$ cat src/rtl/zion_basic_circuit_lib_pipe_ctrl_pkg.sv
// Shared types and width helpers for the pipeline controller.
package zion_basic_circuit_lib_pipe_ctrl_pkg;

    typedef enum logic {
        RUN  = 1'b0,
        HOLD = 1'b1
    } pipe_ctrl_state_e;

    localparam int DEF_STAGES   = 3;
    localparam int DEF_HOLD_CYC = 2;

    // Bits needed to count 0..n inclusive, never narrower than one bit
    function automatic int cnt_width(input int n);
        return (n < 1) ? 1 : $clog2(n + 1);
    endfunction

endpackage

$ cat src/rtl/zion_basic_circuit_lib_pipe_ctrl_hold_cnt.sv
// Loadable down-counter that times the upstream hold-off after a flush.
module zion_basic_circuit_lib_pipe_ctrl_hold_cnt #(
    parameter int HOLD_CYC = 2,
    parameter int W        = 2
) (
    input  logic         clk,
    input  logic         rst,
    input  logic         load,
    input  logic         dec,
    output logic [W-1:0] cnt,
    output logic         zero
);

    // Load wins over decrement; the count saturates at zero
    always_ff @(posedge clk or posedge rst) begin
        if (rst) begin
            cnt <= '0;
        end else if (load) begin
            cnt <= W'(HOLD_CYC);
        end else if (dec && (cnt != '0)) begin
            cnt <= cnt - W'(1);
        end
    end

    assign zero = (cnt == '0);

endmodule

$ cat src/rtl/zion_basic_circuit_lib_pipe_ctrl.sv
// Control for a chain of clearable pipeline registers: per-stage enables,
// clears, valid bits, occupancy and a flush/hold-off sequencer.
module zion_basic_circuit_lib_pipe_ctrl
    import zion_basic_circuit_lib_pipe_ctrl_pkg::*;
#(
    parameter int STAGES   = DEF_STAGES,
    parameter int HOLD_CYC = DEF_HOLD_CYC,
    parameter int CNT_W    = cnt_width(STAGES)
) (
    input  logic              clk,
    input  logic              rst,
    input  logic              iVld,
    output logic              oRdy,
    output logic              oVld,
    input  logic              iRdy,
    input  logic              iFlush,
    output logic [STAGES-1:0] oEn,
    output logic [STAGES-1:0] oClr,
    output logic [STAGES-1:0] oStgVld,
    output logic [CNT_W-1:0]  oCnt,
    output logic              oBusy
);

    localparam int HOLD_W = cnt_width(HOLD_CYC);

    generate
        if (STAGES < 1) begin : g_param_check
`ifdef CHECK_ERR_EXIT
            $fatal(1, "zion_basic_circuit_lib_pipe_ctrl: STAGES must be >= 1");
`else
            $error("zion_basic_circuit_lib_pipe_ctrl: STAGES must be >= 1");
`endif
        end
    endgenerate

    pipe_ctrl_state_e  state;
    logic [STAGES-1:0] v;
    logic [STAGES-1:0] adv;
    logic [HOLD_W-1:0] hold_cnt;
    logic              hold_zero;
    logic              hold_last;
    logic              live;
    logic              accept;
    logic              retire;

    // A stage may load when it is empty or its occupant moves on, so bubbles collapse
    always_comb begin
        adv = '0;
        adv[STAGES-1] = ~v[STAGES-1] | iRdy;
        for (int i = STAGES - 2; i >= 0; i--) begin
            adv[i] = ~v[i] | adv[i+1];
        end
    end

    assign live    = (state == RUN) & ~iFlush;
    assign oEn     = adv & {STAGES{live}};
    assign oClr    = {STAGES{(state == RUN) & iFlush}};
    assign oRdy    = adv[0] & live;
    assign oVld    = v[STAGES-1] & live;
    assign oStgVld = v;
    assign oBusy   = (state == HOLD);
    assign accept  = iVld & oRdy;
    assign retire  = oVld & iRdy;

    generate
        if (HOLD_CYC > 0) begin : g_hold
            zion_basic_circuit_lib_pipe_ctrl_hold_cnt #(
                .HOLD_CYC (HOLD_CYC),
                .W        (HOLD_W)
            ) u_hold_cnt (
                .clk  (clk),
                .rst  (rst),
                .load (iFlush),
                .dec  ((state == HOLD) & ~iFlush),
                .cnt  (hold_cnt),
                .zero (hold_zero)
            );
        end else begin : g_no_hold
            assign hold_cnt  = '0;
            assign hold_zero = 1'b1;
        end
    endgenerate

    assign hold_last = (hold_cnt == HOLD_W'(1));

    // Sequencer, valid bits and occupancy share one register block
    always_ff @(posedge clk or posedge rst) begin
        if (rst) begin
            state <= RUN;
            v     <= '0;
            oCnt  <= '0;
        end else if (state == RUN) begin
            if (iFlush) begin
                v    <= '0;
                oCnt <= '0;
                if (HOLD_CYC > 0) begin
                    state <= HOLD;
                end
            end else begin
                if (adv[0]) begin
                    v[0] <= accept;
                end
                for (int i = 1; i < STAGES; i++) begin
                    if (adv[i]) begin
                        v[i] <= v[i-1];
                    end
                end
                oCnt <= oCnt + CNT_W'(accept) - CNT_W'(retire);
            end
        end else begin
            // A flush while holding restarts the timer rather than releasing
            if (!iFlush && (hold_last || hold_zero)) begin
                state <= RUN;
            end
        end
    end

endmodule

$ cat config.mk
export PLATFORM = sky130hd
export DESIGN_NAME = zion_basic_circuit_lib_pipe_ctrl
export DESIGN_NICKNAME = d
export VERILOG_FILES = /design/src/rtl/zion_basic_circuit_lib_pipe_ctrl_pkg.sv /design/src/rtl/zion_basic_circuit_lib_pipe_ctrl_hold_cnt.sv /design/src/rtl/zion_basic_circuit_lib_pipe_ctrl.sv
export SDC_FILE = /design/constraint.sdc
export NUM_CORES = 1
export LEC_CHECK = 0
export CAP_MARGIN = 20
export CORE_AREA = 10 10 47 49
export DETAILED_ROUTE_END_ITERATION = 16
export DIE_AREA = 0 0 57 59
export PLACE_DENSITY_LB_ADDON = 0.2
export SETUP_SLACK_MARGIN = 0.15
export SLEW_MARGIN = 20
export SYNTH_ARGS = -nofsm -noshare
export SYNTH_HDL_FRONTEND = slang
export SYNTH_HIERARCHICAL = 1
export SYNTH_SLANG_ARGS = --single-unit
export TNS_END_PERCENT = 50
$ cat constraint.sdc
create_clock -name clk -period 5.75 [get_ports clk]
set_input_delay 1.4375 -clock clk [delete_from_list [all_inputs] [get_ports clk]]
set_output_delay 1.4375 -clock clk [all_outputs]
set_load 0.02 [all_outputs]
Word level (Yosys, flattened, before mapping)

Cells that the tools add are included.

Add/subtract/negate cells: 3
Eq/ne operators: 1
Multiplexer cells: 10
Bitwise gates (word level): 16
Reduce and logical (&&, ||, !) cells: 13

Operators with widths:

| cell                | number |
|---|---|
| $reduce_bool 2->1   | 5 |
| $and 1x1->1         | 7 |
| $mux 1              | 6 |
| $mux 2              | 3 |
| $reduce_and 2->1    | 3 |
| $not 1->1           | 5 |
| $and 3x3->3         | 1 |
| $mux 3              | 1 |
| $or 1x1->1          | 3 |
| $add 2x1->2         | 1 |
| $eq 2x1->1 const B  | 1 |
| $logic_and 1x1->1   | 2 |
| $logic_not 2->1     | 1 |
| $sub 2x1->2         | 1 |
| $sub 2x1->2 const B | 1 |
| $logic_not 1->1     | 1 |
| $logic_or 1x1->1    | 1 |

Register bits after elaboration: 8
Output and inout port bits: 14
Logic and storage cells: 49

Longest topological paths before layout

Depth in word-level cells: 9
Depth in mapped cells: 10
Depth with buffers taken out: 9

Cells and area by module

Netlist, hierarchy kept.

Modules (own cells, without submodules):

| module                                    | times used | cells an instance | area an instance (µm²) | seq. area each (µm²) |
|---|---|---|---|---|
| zion_basic_circuit_lib_pipe_ctrl          | 1          | 45                | 391.6                  | 150.1 |
| zion_basic_circuit_lib_pipe_ctrl_hold_cnt | 1          | 13                | 127.6                  | 50.0 |

Least setup slack after synthesis

No wires, ideal clock.

Path kind: input to output
Start: input iRdy
End: output oEn[0]
Arrival: 2.515 ns
Required time: 4.313 ns
Setup slack: 1.797 ns
Stages: 3
Buffers on the path: 1
Cells stage by stage: and3b_1 a21boi_0 buf_4

Cells in the longest elaborated chain, start to end: 4

Ends and longest elaborated chain:

| what                    | RTL line                               | text |
|---|---|---|
| from (decl)             | zion_basic_circuit_lib_pipe_ctrl.sv:15 | `input logic iRdy,` |
| $or 1x1->1              | zion_basic_circuit_lib_pipe_ctrl.sv:49 | `adv[STAGES-1] = ~v[STAGES-1] \| iRdy;` |
| $or 1x1->1 (2 in a row) | zion_basic_circuit_lib_pipe_ctrl.sv:51 | `adv[i] = ~v[i] \| adv[i+1];` |
| $and 3x3->3             | zion_basic_circuit_lib_pipe_ctrl.sv:56 | `assign oEn = adv & {STAGES{live}};` |
| to (decl)               | zion_basic_circuit_lib_pipe_ctrl.sv:17 | `output logic [STAGES-1:0] oEn,` |

No other way between the ends.

Worst setup path after layout

Start: input iFlush
End: output oRdy

Cells in the longest elaborated chain, start to end: 3

Ends and longest elaborated chain:

| what        | RTL line                               | text |
|---|---|---|
| from (decl) | zion_basic_circuit_lib_pipe_ctrl.sv:16 | `input logic iFlush,` |
| $not 1->1   | zion_basic_circuit_lib_pipe_ctrl.sv:55 | `assign live = (state == RUN) & ~iFlush;` |
| $and 1x1->1 | zion_basic_circuit_lib_pipe_ctrl.sv:55 |  |
| $and 1x1->1 | zion_basic_circuit_lib_pipe_ctrl.sv:58 | `assign oRdy = adv[0] & live;` |
| to (decl)   | zion_basic_circuit_lib_pipe_ctrl.sv:13 | `output logic oRdy,` |

No other way between the ends.

==> metrics.yaml <==
rows: 14
layout-drive-gt1-share: 0.0933
worstSkewPairLatency_ps: 250
htreeDepth: 1
maxCapViolCount: 0
cts_resized: 0
cp_top_family: "buffers and inverters"
antenna_left: 0
min_period_over_period: 0.825
fp.coreArea_mm2: 0.00140
die_y_um: 59
vias: 433
cpMostUsedCell: "clkdlybuf4s50_1"
root_buffer: "clkbuf_4"
syn_area_per_cell_um2: 8.95
grt_overflow: 0
crit_chain: "clkdlybuf4s50_1 > nor2_4 > a21boi_0 > clkdlybuf4s50_1"
post-cts-setup-buffers: 0
grt_max_degree: 13
track_usage: 0.0697
fin_crit_ps: 4740
fp.dieW_um: 57
dp_hpwl_um: 913
viasPerCell: 4.76
start_util: 0.371
ys_warn_count: 6
gp_congestion: 0.669
wl_per_cell_um: 12.3
fmax_mhz: 211
drt_pre_antenna_iters: 4
io_pins: 19
netlist-cell-type-count: 25
synth_nets: 66
p_leak_nw: 0.340
cts_tree: "done"
antenna_cells: 0
crit_start: "iFlush"
crit_slowest_cell: "clkdlybuf4s50_1"
port_buffers: 18
rsz0062_at_grt: "false"
worst_pin_slew_ps: 449
layout_setup_ws_ps: 1010
clkSlewWorstSetupHoldPaths_ps: 50
grt_pass1_wl_um: 1820
drc: 0
r2r_cells: 9
r2r_end: "oCnt[1]$_DFFE_PP0N_"
maxSlewViolCount: 0
grt_pass1_vias: 416
cts_buffer_depth: 2
crit_end: "oRdy"
crit_required_ps: 4310
wirelength_um: 1120
drt_iter0_markers: 4
critPathKind: "input port to output pin"
cp-end-kind: "output pin"
die_area_mm2: 0.00336
tns_ps: 0
reg2reg_from: "oBusy$_DFF_PP0_"
finClkSkew_ps: 4.33
layout_commonest_cell: "clkdlybuf4s50_1"
finalHoldViolations: 0
cp-start-kind: "input port"
place_ws_ps: 982
cts.sinks: 8
fin_nets: 85
cts_hold_buf: 0
grt_antenna_before_repair: 0
outcome: "completed"
ir_drop_mv: 0.192
final_cell_mix: "18 x clkdlybuf4s50_1, 9 x inv_1, 8 x dfrtp_1"
seq_area_frac_synth: 0.386
synthToLayoutAreaGrowth_pct: 36.4
slew_headroom: 0.700
power.density_mw_per_mm2: 419
worst-path-stages: 4
ys_seq_elements: 8
setup_viol: 0
syn-cell-area_um2: 519
netlist_instances: 58
ff2ff_setup_slack_ps: 3410
cp_num_buf_inv: 2
path_max_fanout: 12
cts_buffers: 3
min_path_type: "flop to flop"
critical-path-max-stage-delay_ps: 670
critPathArrivalTime_ps: 3300
-- metal layers --
layer  GRT usage  vias up  share of wire
met5           0        -              0
met4      0.0201        0         0.0036
met3      0.0622        2           0.14
met2       0.101       13           0.47
met1      0.0727      193           0.39
li1            -      225              -
-- flip-flops by register name (all words and copies together), names as in the netlist --
name and count:
oBusy 1, g_hold.u_hold_cnt/cnt 2, oCnt 2, oStgVld 3
-- worst min-delay path by stage --
stage | start | end | slack, ps | cells after the start
6_report | oStgVld[1]$_DFFE_PP0P_ | oStgVld[2]$_DFFE_PP0P_ | 530 | 2
5_1_grt | oCnt[0]$_DFFE_PP0N_ | oCnt[0]$_DFFE_PP0N_ | 570 | 1
4_1_cts | oStgVld[1]$_DFFE_PP0P_ | oStgVld[2]$_DFFE_PP0P_ | 550 | 2
3_5_place_dp | oStgVld[1]$_DFFE_PP0P_ | oStgVld[2]$_DFFE_PP0P_ | 540 | 2
3_3_place_gp | oStgVld[1]$_DFFE_PP0P_ | oStgVld[2]$_DFFE_PP0P_ | 510 | 2
2_1_floorplan | g_hold.u_hold_cnt/cnt[1]$_DFFE_PP0P_ | g_hold.u_hold_cnt/cnt[1]$_DFFE_PP0P_ | 540 | 2
-- per-stage QoR --
step           total power, mW  hold WS [ps]  utilization  std cells  instance area, um^2
2_1_floorplan            0.196           537            -         58                  519
5_1_grt                  0.322           575        0.505         91                  708
4_1_cts                  0.303           547        0.505         91                  708
3_3_place_gp             0.258           512        0.489         88                  686
6_report                 0.297           528        0.505         91                  708
3_5_place_dp             0.259           535        0.489         88                  686
-- layout make-up --
type / count / area (um^2)
sequential: 8 / 200
inverter: 9 / 33.8
multi-input combinational: 37 / 251
timing repair buffer: 18 / 180
fill: 145 / 693
clock buffer: 3 / 22.5
tap: 16 / 20.0
-- cells in the mapped netlist --
library cell	instances	share of area
and2_1	1	0.012
o31ai_1	1	0.014
xnor2_1	1	0.017
o21ai_0	4	0.039
nor2_1	5	0.036
buf_4	3	0.043
and3b_1	1	0.017
nor2_4	1	0.022
mux2_4	1	0.029
dfrtp_1	8	0.39
a21oi_1	3	0.029
and3_1	1	0.012
buf_6	1	0.022
or4_1	1	0.014
nand2_1	5	0.036
nand2b_1	1	0.012
a21boi_0	2	0.029
and2b_1	1	0.014
and4bb_2	1	0.024
ha_1	3	0.072
a22oi_1	1	0.014
a22o_2	1	0.019
inv_1	9	0.065
nor3_1	1	0.0096
nor2b_1	1	0.012
-- tightest hold or removal path: stages (launching register included) --
cell and delay (ps):
dfrtp_1 380, nand2_1 70, nand2_1 50
-- logic make-up (layout without fill, tap and decap cells) --
| family | Yosys count | after routing | synth area share |
|---|---|---|---|
| AO/OA/AOI/OAI | 12 | 12 | 0.145 |
| XOR/XNOR | 1 | 1 | 0.0169 |
| adder cells (fa/ha/maj) | 3 | 3 | 0.0723 |
| buffers and inverters | 13 | 30 | 0.130 |
| flip-flops | 8 | 8 | 0.386 |
| multiplexers | 1 | 1 | 0.0289 |
| AND/OR/NAND/NOR | 20 | 20 | 0.222 |
-- power by group --
part / leakage (nW) / total (mW) / switching, mW / internal, mW
logic: 0.226 / 0.149 / 0.0733 / 0.0760
registers: 0.100 / 0.106 / 0.0273 / 0.0790
clock network: 0.0138 / 0.0412 / 0.0174 / 0.0238
total: 0.340 / 0.297 / 0.118 / 0.179
(Power assumes the default switching activity.)
